<file path="config.mk">
export PLATFORM = sky130hd
export DESIGN_NAME = mem_bus_unit
export DESIGN_NICKNAME = d
export VERILOG_FILES = /design/src/rtl/mem_bus_unit.sv
export SDC_FILE = /design/constraint.sdc
export NUM_CORES = 1
export LEC_CHECK = 0
export ABC_AREA = 1
export CAP_MARGIN = 10
export CORE_AREA = 5 5 176 93
export CTS_BUF_LIST = sky130_fd_sc_hd__clkbuf_4 sky130_fd_sc_hd__clkbuf_8
export DETAILED_ROUTE_END_ITERATION = 8
export DIE_AREA = 0 0 181 98
export MAX_ROUTING_LAYER = met4
export PLACE_DENSITY = 0.77
export SLEW_MARGIN = 20
export SYNTH_ARGS = -nofsm -noshare
export SYNTH_HDL_FRONTEND = slang
export SYNTH_SLANG_ARGS = --single-unit
</file>
<file path="constraint.sdc">
create_clock -name clk -period 4.57 [get_ports clk]
set_input_delay 0.457 -clock clk [delete_from_list [all_inputs] [get_ports clk]]
set_output_delay 0.457 -clock clk [all_outputs]
set_load 0.01 [all_outputs]
</file>
<file path="src/rtl/mem_bus_unit.sv">
// mem_bus_unit: multicycle load/store controller sitting between the CPU
// control FSM and a level-handshake (MOC) memory.
//
// Ports:
//   clk, reset          rising-edge clock, synchronous active-high reset
//   req, wr, size,      one load/store request from the control FSM,
//   unsign, addr,       sampled only while idle (address/data are
//   wdata               registered here, taking the MAR/MDR role)
//   busy, done, err,    status back to the control unit; done is a single
//   err_cause, rdata    cycle pulse, err_cause/rdata are held between ops
//   mem_enable, mem_rw, memory-side request: enable, 1=read/0=write,
//   mem_addr, mem_wdata word address, lane-replicated data, byte enables
//   mem_be
//   mem_rdata, mem_moc  memory read word and operation-complete level
module mem_bus_unit #(
  parameter int ADDR_W     = 32,
  parameter int TIMEOUT    = 15,
  parameter int CNT_W      = 4,
  parameter int BIG_ENDIAN = 1
) (
  input  logic              clk,
  input  logic              reset,
  input  logic              req,
  input  logic              wr,
  input  logic [1:0]        size,
  input  logic              unsign,
  input  logic [ADDR_W-1:0] addr,
  input  logic [31:0]       wdata,
  output logic              busy,
  output logic              done,
  output logic              err,
  output logic [1:0]        err_cause,
  output logic [31:0]       rdata,
  output logic              mem_enable,
  output logic              mem_rw,
  output logic [ADDR_W-1:0] mem_addr,
  output logic [31:0]       mem_wdata,
  output logic [3:0]        mem_be,
  input  logic [31:0]       mem_rdata,
  input  logic              mem_moc
);

  localparam logic [1:0] IDLE     = 2'd0;
  localparam logic [1:0] ACCESS   = 2'd1;
  localparam logic [1:0] COMPLETE = 2'd2;
  localparam logic [1:0] RELEASE  = 2'd3;

  localparam logic [1:0] CAUSE_OK    = 2'b00;
  localparam logic [1:0] CAUSE_ALIGN = 2'b01;
  localparam logic [1:0] CAUSE_TMO   = 2'b10;
  localparam logic [1:0] CAUSE_SIZE  = 2'b11;

  // Counter value seen during the last ACCESS cycle before timing out.
  localparam logic [CNT_W-1:0] CNT_LAST = CNT_W'(TIMEOUT - 1);

  logic [1:0]        state_q, state_d;
  logic              wr_q, wr_d;
  logic [1:0]        size_q, size_d;
  logic              unsign_q, unsign_d;
  logic [1:0]        addr_lo_q, addr_lo_d;
  logic [CNT_W-1:0]  cnt_q, cnt_d;
  logic [1:0]        err_cause_q, err_cause_d;
  logic [31:0]       rdata_q, rdata_d;
  logic [ADDR_W-1:0] mem_addr_q, mem_addr_d;
  logic [31:0]       mem_wdata_q, mem_wdata_d;
  logic [3:0]        mem_be_q, mem_be_d;

  // Byte lane index (bit group 8L+7:8L) addressed by the low address bits.
  function automatic logic [1:0] byte_lane(input logic [1:0] a);
    return (BIG_ENDIAN != 0) ? (2'd3 - a) : a;
  endfunction

  // True when the addressed halfword lives in bits [31:16].
  function automatic logic half_hi(input logic [1:0] a);
    return (BIG_ENDIAN != 0) ? ~a[1] : a[1];
  endfunction

  function automatic logic [3:0] store_be(input logic [1:0] sz, input logic [1:0] a);
    case (sz)
      2'b00:   return 4'b0001 << byte_lane(a);
      2'b01:   return half_hi(a) ? 4'b1100 : 4'b0011;
      default: return 4'b1111;
    endcase
  endfunction

  function automatic logic [31:0] store_data(input logic [1:0] sz, input logic [31:0] w);
    case (sz)
      2'b00:   return {4{w[7:0]}};
      2'b01:   return {2{w[15:0]}};
      default: return w;
    endcase
  endfunction

  function automatic logic [31:0] load_extend(input logic [31:0] rd, input logic [1:0] sz,
                                              input logic uns, input logic [1:0] a);
    logic [31:0] shifted;
    logic [15:0] hw;
    shifted = rd >> {byte_lane(a), 3'b000};
    hw      = half_hi(a) ? rd[31:16] : rd[15:0];
    case (sz)
      2'b00:   return uns ? {24'h0, shifted[7:0]} : {{24{shifted[7]}}, shifted[7:0]};
      2'b01:   return uns ? {16'h0, hw} : {{16{hw[15]}}, hw};
      default: return rd;
    endcase
  endfunction

  always_comb begin
    state_d     = state_q;
    wr_d        = wr_q;
    size_d      = size_q;
    unsign_d    = unsign_q;
    addr_lo_d   = addr_lo_q;
    cnt_d       = cnt_q;
    err_cause_d = err_cause_q;
    rdata_d     = rdata_q;
    mem_addr_d  = mem_addr_q;
    mem_wdata_d = mem_wdata_q;
    mem_be_d    = mem_be_q;
    case (state_q)
      IDLE: begin
        if (req) begin
          wr_d        = wr;
          size_d      = size;
          unsign_d    = unsign;
          addr_lo_d   = addr[1:0];
          mem_addr_d  = {addr[ADDR_W-1:2], 2'b00};
          mem_wdata_d = store_data(size, wdata);
          mem_be_d    = wr ? store_be(size, addr[1:0]) : 4'b1111;
          cnt_d       = '0;
          // Rejected requests skip the memory entirely and report next cycle.
          if (size == 2'b11) begin
            err_cause_d = CAUSE_SIZE;
            state_d     = COMPLETE;
          end else if ((size == 2'b01 && addr[0]) || (size == 2'b10 && addr[1:0] != 2'b00)) begin
            err_cause_d = CAUSE_ALIGN;
            state_d     = COMPLETE;
          end else begin
            state_d = ACCESS;
          end
        end
      end
      ACCESS: begin
        cnt_d = cnt_q + 1'b1;
        // MOC takes priority over a timeout landing on the same cycle.
        if (mem_moc) begin
          if (!wr_q) rdata_d = load_extend(mem_rdata, size_q, unsign_q, addr_lo_q);
          err_cause_d = CAUSE_OK;
          state_d     = COMPLETE;
        end else if (cnt_q == CNT_LAST) begin
          err_cause_d = CAUSE_TMO;
          state_d     = COMPLETE;
        end
      end
      COMPLETE: state_d = mem_moc ? RELEASE : IDLE;
      // MOC is a level; wait for it to drop so one access can't complete twice.
      default:  if (!mem_moc) state_d = IDLE;
    endcase
  end

  always_ff @(posedge clk) begin
    if (reset) begin
      state_q     <= IDLE;
      wr_q        <= 1'b0;
      size_q      <= 2'b00;
      unsign_q    <= 1'b0;
      addr_lo_q   <= 2'b00;
      cnt_q       <= '0;
      err_cause_q <= CAUSE_OK;
      rdata_q     <= '0;
      mem_addr_q  <= '0;
      mem_wdata_q <= '0;
      mem_be_q    <= '0;
    end else begin
      state_q     <= state_d;
      wr_q        <= wr_d;
      size_q      <= size_d;
      unsign_q    <= unsign_d;
      addr_lo_q   <= addr_lo_d;
      cnt_q       <= cnt_d;
      err_cause_q <= err_cause_d;
      rdata_q     <= rdata_d;
      mem_addr_q  <= mem_addr_d;
      mem_wdata_q <= mem_wdata_d;
      mem_be_q    <= mem_be_d;
    end
  end

  assign busy       = (state_q != IDLE);
  assign done       = (state_q == COMPLETE);
  assign err        = done && (err_cause_q != CAUSE_OK);
  assign err_cause  = err_cause_q;
  assign rdata      = rdata_q;
  assign mem_enable = (state_q == ACCESS);
  assign mem_rw     = (state_q == ACCESS) ? ~wr_q : 1'b1;
  assign mem_addr   = mem_addr_q;
  assign mem_wdata  = mem_wdata_q;
  assign mem_be     = mem_be_q;

endmodule

</file>
### After elaboration in Yosys (flattened, before gate mapping)

Cells that the tools add are included.

| storage, ports and cells | value |
|---|---|
| memory bits (writable) | 0 |
| bits in latches | 0 |
| bits of input ports | 104 |
| output and inout bits | 107 |
| logic and storage cells | 68 |
| memory bits (read-only) | 0 |
| memories | 0 |
| flip-flop bits (word level) | 112 |

| cells by class | value |
|---|---|
| reductions and logical operators | 16 |
| shift operators | 2 |
| magnitude comparators | 0 |
| bitwise gates (word level) | 1 |
| add/subtract/negate cells | 3 |
| multipliers | 0 |
| divide/modulo/power cells | 0 |
| equality and inequality tests | 11 |
| mux-type cells | 24 |

Operators by type and width:

| cell | count |
|---|---|
| one-hot mux 32 bit (2 select lines) | 2 |
| 2-to-1 mux 32 bit | 2 |
| right shift 32 x 5 -> 8 bit | 1 |
| 2-to-1 mux 2 bit | 11 |
| 2-to-1 mux 16 bit | 1 |
| one-hot mux 4 bit (2 select lines) | 2 |
| 2-to-1 mux 4 bit | 3 |
| nonzero test 2 bit | 4 |
| equality test 2 x 1 -> 1 bit (second input constant) | 3 |
| equality test 2 bit (second input constant) | 3 |
| zero test 2 bit | 3 |
| one-hot mux 2 bit (3 select lines) | 1 |
| AND reduction 3 bit | 2 |
| adder 4 x 1 -> 4 bit (second input constant) | 1 |
| equality test 4 bit (second input constant) | 1 |
| != test 4 x 3 -> 1 bit (second input constant) | 1 |
| one-hot mux 2 bit (2 select lines) | 1 |
| AND reduction 2 bit | 2 |
| AND reduction 4 bit | 1 |
| left shift 1 x 2 -> 4 bit (first input constant) | 1 |
| subtractor 2 bit (first input constant) | 2 |
| logical AND 1 bit | 3 |
| != test 3 x 1 -> 1 bit (second input constant) | 1 |
| != test 3 bit (second input constant) | 1 |
| other kinds (4) | 4 |

### Logic depth before layout (Yosys ltp)

Gate-level depths: netlist (run 1).

| depth | value |
|---|---|
| depth after elaboration | 7 |
| depth in mapped cells | 10 |
| mapped depth without buffers | 10 |

### Least setup slack after synthesis (run 1)

OpenSTA, ideal clock, no wires.

| timing | value |
|---|---|
| path kind | reg2reg |
| from | register state_q[1] |
| to | register rdata_q[11], in the netlist rdata[11] |
| arrival time | 1.416 ns |
| data required time | 4.461 ns |
| stages on the path, launching flop included | 11 |
| setup time | 0.109 ns |
| setup slack | 3.045 ns |
| cells stage by stage | dfxtp_1 > inv_1 > ha_1 > nand2_1 > nor2_4 > inv_2 > buf_2 > a21oi_1 > nand3_1 > nand2_1 > inv_1 |

| on the way | value |
|---|---|
| longest elaborated chain between the ends | 2 |

Ends and longest elaborated chain:

| element | RTL line | RTL |
|---|---|---|
| start, declared | 56 | `logic [1:0] state_q, state_d;` |
| start signal, assigned | 174 | `state_q <= state_d;` |
| equality test 2 x 1 -> 1 bit | -- |  |
| via mem_enable | 34 | `output logic mem_enable,` |
| AND reduction 3 bit (no line) | -- |  |
| end signal, assigned | 181 | `rdata_q <= rdata_d;` |
| end, declared | 63 | `logic [31:0] rdata_q, rdata_d;` |

The timed path passes the listed nets, and every way through them passes these cells.
A chain may end at the register's enable or synchronous reset.

### Worst setup path after layout (run 1)

| timing | value |
|---|---|
| from | register state_q[0] |
| to | output busy |

| on the way | value |
|---|---|
| longest elaborated chain between the ends | 1 |

Ends and longest elaborated chain:

| element | RTL line | RTL |
|---|---|---|
| nonzero test 2 bit | 188 | `assign busy = (state_q != IDLE);` |
| end, declared | 29 | `output logic busy,` |

No other way between the ends.

==> impl_results.md, run 1 <==
* Final count of hold timing violations at 0
* Combined area of all synthesized cells at 5006 um2
* Yosys warning total at 0
* Startpoint types: flop
* Maximum single-stage delay on the critical path at 0.57 ns
* Unique cell type count in the Yosys netlist at 38
* DP HPWL at 13,150 um
* Outcome: completed
* Routability congestion estimate at 0.9035
* Placeable core region at 14,850 um2
* Total gr overflow at 0
* Number of buffers added for setup after CTS at 0
* Global-route usage over all layers at 0.1965
* Static power due to leakage at 3.070 nW
* Worst hold-check path type: flop to flop
* Number of instances in the synthesized netlist at 692
* Final antenna diode count at 0
* Count of H-tree levels built during CTS at 3
* Finished Cell Area at 7390 um2
* Vias in the first global route at 4,957
* Final count of negative-setup-slack endpoints at 0
* Post-route ant nets at 0
* CTS buffer count at 9
* Worst Tran Pin Value at 0.8911 ns
* P per Cell Area at 496.2 nW/um2
* Nature of the critical path endpoint: output pin
* Wire length of the first global-routing pass at 27,380 um
* Starting Density at 0.3370
* Worst voltage drop across the vdd grid at 0.2602 mV
* Cells resized by post-CTS repair at 0
* Reg2reg path depth at 9
* Slowest stage cell, crit path: clkdlybuf4s50_1
* Final count of pins violating max slew at 0
* Sequential cell area fraction in the yosys report at 0.4479
* Number of port buffers at 208
* Placed cell areas at 7189 um2
* Achievable Freq at 431.9 MHz
* Final Skew at 0.01539 ns
* Sum of negative setup slack at 0 ns
* FFs w/ async S/R, synth at 0
* Wirelength per Cell at 16.25 um
* Number of max-cap violations at 0
* Met2 WL post-DR at 6625 um
* Initial detailed-routing violation count at 375
* Final routed wirelength across all metal layers at 17,610 um
* Wire length the detailed router placed on met1 at 9085 um
* Share of cells above drive strength 1 at 0.06364
* Cts-stage hold buffer count at 0
* Largest net degree at the start of global routing at 59
* Clock tree root buffer cell: clkbuf_8
* Clock Tree Buf Depth at 2
* DRC violation count after routing at 0
* Detail Route met3 WL at 1842 um
* Overall die area at 17,740 um2
* CTS tree: yes
* Overall die width at 181 um
* Detailed Routing Iterations Pass 1 at 5
* Final clock period utilization by the worst path at 0.5066
* Initial antenna violation count at 0
* Critical path start-end classification: flop to output pin
* Largest fanout on the critical path at 5
* Net count, final at 985
* Die Y-Extent at 98 um
* CTS clock-pin slew for the worst setup and hold paths at 0.12 ns
* Dominant synthesized flop cell: dfxtp_1
* Final cell count without fillers at 1,084
* Vias per Instance at 4.950
* Number of storage elements in the synthesis netlist at 112
* Shortest period the worst path allows at 2.315 ns
* Top-level port count at 211
* Fin util at 0.4975
* Post-synth EDFFs at 0
* Placed insts at 1,068
* CP dominant cell by count: inv_1
* CP Cell Sequence: inv_1, ha_1, inv_1, clkdlybuf4s50_1
* Floorplan row count at 32
* Number of clock sinks at 112
* Data required time at the worst endpoint at 4.11 ns
* Routed via count at 5,366
* Syn_area_per_cell at 7.234 um2
* Unrepaired setup endpoints after global routing: false
* Later-pin clock latency in the skew report at 0.36 ns
* Cells on Worst Hold Path at 2
* Data arrival time of the critical path at 1.86 ns
* Area growth from synthesis to layout at 47.61%
* Remaining max-slew budget at the tightest pin at 0.4059
* Highest routing layer actually used: met4
registers in the layout, indices dropped and copies added, names as in the netlist:
name       cells
mem_be         4
mem_wdata     32
wr_q           1
state_q        2
size_q         2
rdata         32
err_cause      2
mem_addr      30
unsign_q       1
addr_lo_q      2
cnt_q          4
where the power goes:
| part | internal [mW] | switching (mW) | leakage, nW | total [mW] |
|---|---|---|---|---|
| logic | 0.758 | 0.933 | 2.05 | 1.69 |
| clock network | 0.228 | 0.367 | 0.102 | 0.595 |
| registers | 1.22 | 0.157 | 0.922 | 1.38 |
| total | 2.21 | 1.46 | 3.07 | 3.67 |
kinds of logic (layout without fill, tap and decap cells):
kind of cell / count (synthesis) / after routing / share of synthesized area
buffers and inverters: 89 / 276 / 0.07723
adder cells (fa/ha/maj): 6 / 6 / 0.01500
AND/OR/NAND/NOR: 295 / 295 / 0.2427
AO/OA/AOI/OAI: 188 / 188 / 0.2147
XOR/XNOR: 1 / 1 / 0.001750
flip-flops: 112 / 112 / 0.4479
other: 1 / 2 / 0.0007491
synth_stat cells (all sizes together) (2+ instances only):
cell type | instances | share of area
buf | 19 | 0.024
a21oi | 71 | 0.081
inv | 45 | 0.035
o221a | 2 | 0.0045
a31oi | 12 | 0.015
o21ai | 82 | 0.082
or2 | 2 | 0.0025
dfxtp | 112 | 0.45
o221ai | 2 | 0.0035
clkbuf | 25 | 0.019
nand2 | 152 | 0.12
nor2 | 112 | 0.091
ha | 6 | 0.015
nand4 | 2 | 0.0025
nand3 | 23 | 0.023
o211ai | 14 | 0.021
stage by stage:
stage                     power [mW]  hold WS (ns)  worst slack (ns)
after global routing           3.925        0.5125             2.137
after CTS                      3.699        0.4987             2.248
after detailed placement       3.087        0.4714             2.097
after floorplan                2.292        0.4784             3.045
after global placement         3.073        0.4611             2.074
final                          3.667        0.4943             2.255
worst max-delay path: cells and delay by family, from the launching register on:
kind,cells,cell delay [ns]
buf+inv,3,0.80
fa+ha+maj,1,0.25
flops,1,0.44
cell usage in the layout, fill, tap and decap left out, types with 3 or more instances in the layout:
cell / n
dfxtp_1: 112
nand2_2: 5
clkinv_4: 3
ha_1: 6
clkdlybuf4s50_1: 208
inv_2: 4
inv_1: 39
nand3_1: 23
a21oi_2: 10
a21oi_1: 60
clkbuf_8: 10
o211ai_1: 14
nand2_1: 145
o21ai_0: 82
a31oi_1: 12
buf_4: 7
nor2_1: 108
metal layers:
layer,track usage,vias to the layer above
met5,-,-
met4,0.02017,0
met3,0.07294,6
met2,0.2516,256
met1,0.2981,2469
li1,-,2635
path summary, 6_finish.rpt:
path                                                start  slack, ns                   endpoint
worst max-delay path              state_q[0]$_SDFFE_PP0P_       2.25                       busy
worst min-delay path            mem_addr[20]$_SDFFE_PP0P_       0.49  mem_addr[20]$_SDFFE_PP0P_
worst max register to register    state_q[0]$_SDFFE_PP0P_       2.32      rdata[8]$_SDFFE_PP0P_
worst min register to register  mem_addr[20]$_SDFFE_PP0P_       0.49  mem_addr[20]$_SDFFE_PP0P_
final cells by class:
class,count,area [um2]
fillers,1463,7465
clock buffers,10,137.6
multi-input cells,492,2384
inverters,45,173.9
flip-flops and latches,112,2242
clock inverters,6,62.56
repair buffers,215,2135
well taps,204,255.2
Power figures use the tool's default switching activity.
==> run 2, diff against run 1 <==
- clock period: 4.57 -> 2.4 ns (I/O delays scaled with it)
==> run 2 against run 1 <==
Effect of this change:
- sequential cell count stayed put
- sequential share of layout area is 0.33 points lower
- first-iteration DRC count rose by 7.5%
- die area unchanged
- sequential power grew 91%
- clock-buffer cell count stayed put
- via count fell by 0.71%
- power is 94% higher
- combinational power is 97% higher
- cell area increased by 1.1%
- critical endpoint unchanged
- largest cell class unchanged
- largest power group unchanged
- highest routed layer unchanged
==> impl_results.md, run 2 (same netlist as run 1, synthesis figures left out) <==
* Cells resized by post-CTS repair at 0
* Final Skew at 0.008743 ns
* Unrepaired setup endpoints after global routing: false
* CTS buffer count at 9
* P per Cell Area at 953.0 nW/um2
* Commonest cells after routing, fill and taps aside: 208 x clkdlybuf4s50_1, 145 x nand2_1, 112 x dfxtp_1
* Data required time at the worst endpoint at 2.16 ns
* Sum of negative setup slack at 0 ns
* Initial detailed-routing violation count at 403
* Largest fanout on the critical path at 5
* CP Cell Sequence: inv_1, ha_1, inv_1, clkdlybuf4s50_1
* Vias in the first global route at 4,919
* Wire length of the first global-routing pass at 27,510 um
* Startpoint types: flop
* Worst hold-check path type: input pin to flop
* Starting Density at 0.3370
* Critical path start-end classification: flop to output pin
* Number of clock sinks at 112
* Final count of negative-setup-slack endpoints at 0
* Clock tree root buffer cell: clkbuf_8
* Static power due to leakage at 3.113 nW
* Remaining max-slew budget at the tightest pin at 0.5221
* Worst voltage drop across the vdd grid at 0.4956 mV
* Cts-stage hold buffer count at 0
* Share of cells above drive strength 1 at 0.06998
* DRC violation count after routing at 0
* Crit path setup slack, layout at 0.2619 ns
* Floorplan row count at 32
* Initial antenna violation count at 1
* Post-route ant nets at 0
* Vias per Instance at 4.884
* Data arrival time of the critical path at 1.90 ns
* Nature of the critical path endpoint: output pin
* CTS tree: yes
* Area growth from synthesis to layout at 49.21%
* Final count of hold timing violations at 0
* Post-Place Worst Slack at 0.4458 ns
* Slowest stage cell, crit path: clkdlybuf4s50_1
* Overall die area at 17,740 um2
* Fill cell total of the finished layout at 1,471
* Detailed Routing Iterations Pass 1 at 5
* Number of buffers added for setup after CTS at 0
* Placeable core region at 14,850 um2
* DP HPWL at 13,110 um
* Total gr overflow at 0
* Die Y-Extent at 98 um
* Wirelength per Cell at 16.17 um
* CTS clock-pin slew for the worst setup and hold paths at 0.11 ns
* Outcome: completed
* Most common library cell in the layout ignoring fill and taps: clkdlybuf4s50_1
* Routability congestion estimate at 0.8866
* Shortest period the worst path allows at 2.138 ns
* Number of port buffers at 208
* Final clock period utilization by the worst path at 0.8909
* Later-pin clock latency in the skew report at 0.38 ns
* Global-route usage over all layers at 0.1972
* Final routed wirelength across all metal layers at 17,640 um
* Net count, final at 991
* Maximum single-stage delay on the critical path at 0.59 ns
* Final cell count without fillers at 1,091
* Placed insts at 1,074
* Worst Tran Pin Value at 0.7168 ns
* CP dominant cell by count: inv_1
* Overall die width at 181 um
* Routed via count at 5,328
* Final count of pins violating max slew at 0
* Achievable Freq at 467.7 MHz
* Number of max-cap violations at 0
* Largest net degree at the start of global routing at 59
* Multi-input gate area at 2384 um2
* Top-level port count at 211
* Clock Tree Buf Depth at 2
* Reg area at 2242 um2
* Count of H-tree levels built during CTS at 3
[run 2: cell types whose count changed in the layout (fill, tap and decap cells not counted)]
cell / previous run / this run
buf_12: 0 / 3
buf_4: 7 / 10
clkinv_4: 3 / 1
clkinv_8: 1 / 0
diode_2: 0 / 1
inv_6: 1 / 3
inv_8: 1 / 2
[run 2: power breakdown]
group	switching [mW]	leakage (nW)	total [mW]	internal, mW
combinational	1.81	2.09	3.33	1.52
clock	0.723	0.102	1.16	0.436
sequential	0.298	0.922	2.63	2.33
total	2.83	3.11	7.12	4.28
[run 2: routing by layer]
metal | GRT usage | up-vias | part of all wire
met5 | - | - | 0
met4 | 0.02882 | 0 | 0.0049
met3 | 0.08634 | 9 | 0.12
met2 | 0.2470 | 247 | 0.38
met1 | 0.2920 | 2412 | 0.50
li1 | - | 2660 | -
[run 2: cell type report]
class | instances | share of cell area
antenna | 1 | 0.0003350
clock buffer | 10 | 0.01843
clock inverter | 6 | 0.007705
inverter | 45 | 0.02328
multi-input combinational | 492 | 0.3191
sequential | 112 | 0.3002
tap | 204 | 0.03417
timing repair buffer | 221 | 0.2968
[run 2: worst max-delay path, delay by kind of cell (launching register included)]
kind / cells / cell delay, ns
DFF: 1 / 0.40
adders and majority gates: 1 / 0.27
buffers and inverters: 3 / 0.86
[run 2: worst paths after layout]
check | slack [ns] | cells after the start | startpoint | to
worst max register to register | 0.57 | 9 | state_q[1]$_SDFFE_PP0P_ | rdata[11]$_SDFFE_PP0P_
worst max-delay path | 0.26 | 4 | state_q[0]$_SDFFE_PP0P_ | busy
worst min register to register | 0.49 | 2 | mem_addr[25]$_SDFFE_PP0P_ | mem_addr[25]$_SDFFE_PP0P_
worst min-delay path | 0.43 | 3 | wdata[26] | mem_wdata[26]$_SDFFE_PP0P_
[run 2: per-stage QoR]
stage | utilization | total power, mW | instance area [um2] | hold WS [ns]
finish | 0.5029 | 7.119 | 7470 | 0.4303
CTS | 0.5027 | 7.175 | 7467 | 0.4075
floorplan | - | 4.364 | 5010 | 0.3806
detailed placement | 0.4896 | 5.985 | 7272 | 0.4729
global route | 0.5029 | 7.599 | 7470 | 0.4165
global placement | 0.4896 | 5.954 | 7272 | 0.4609
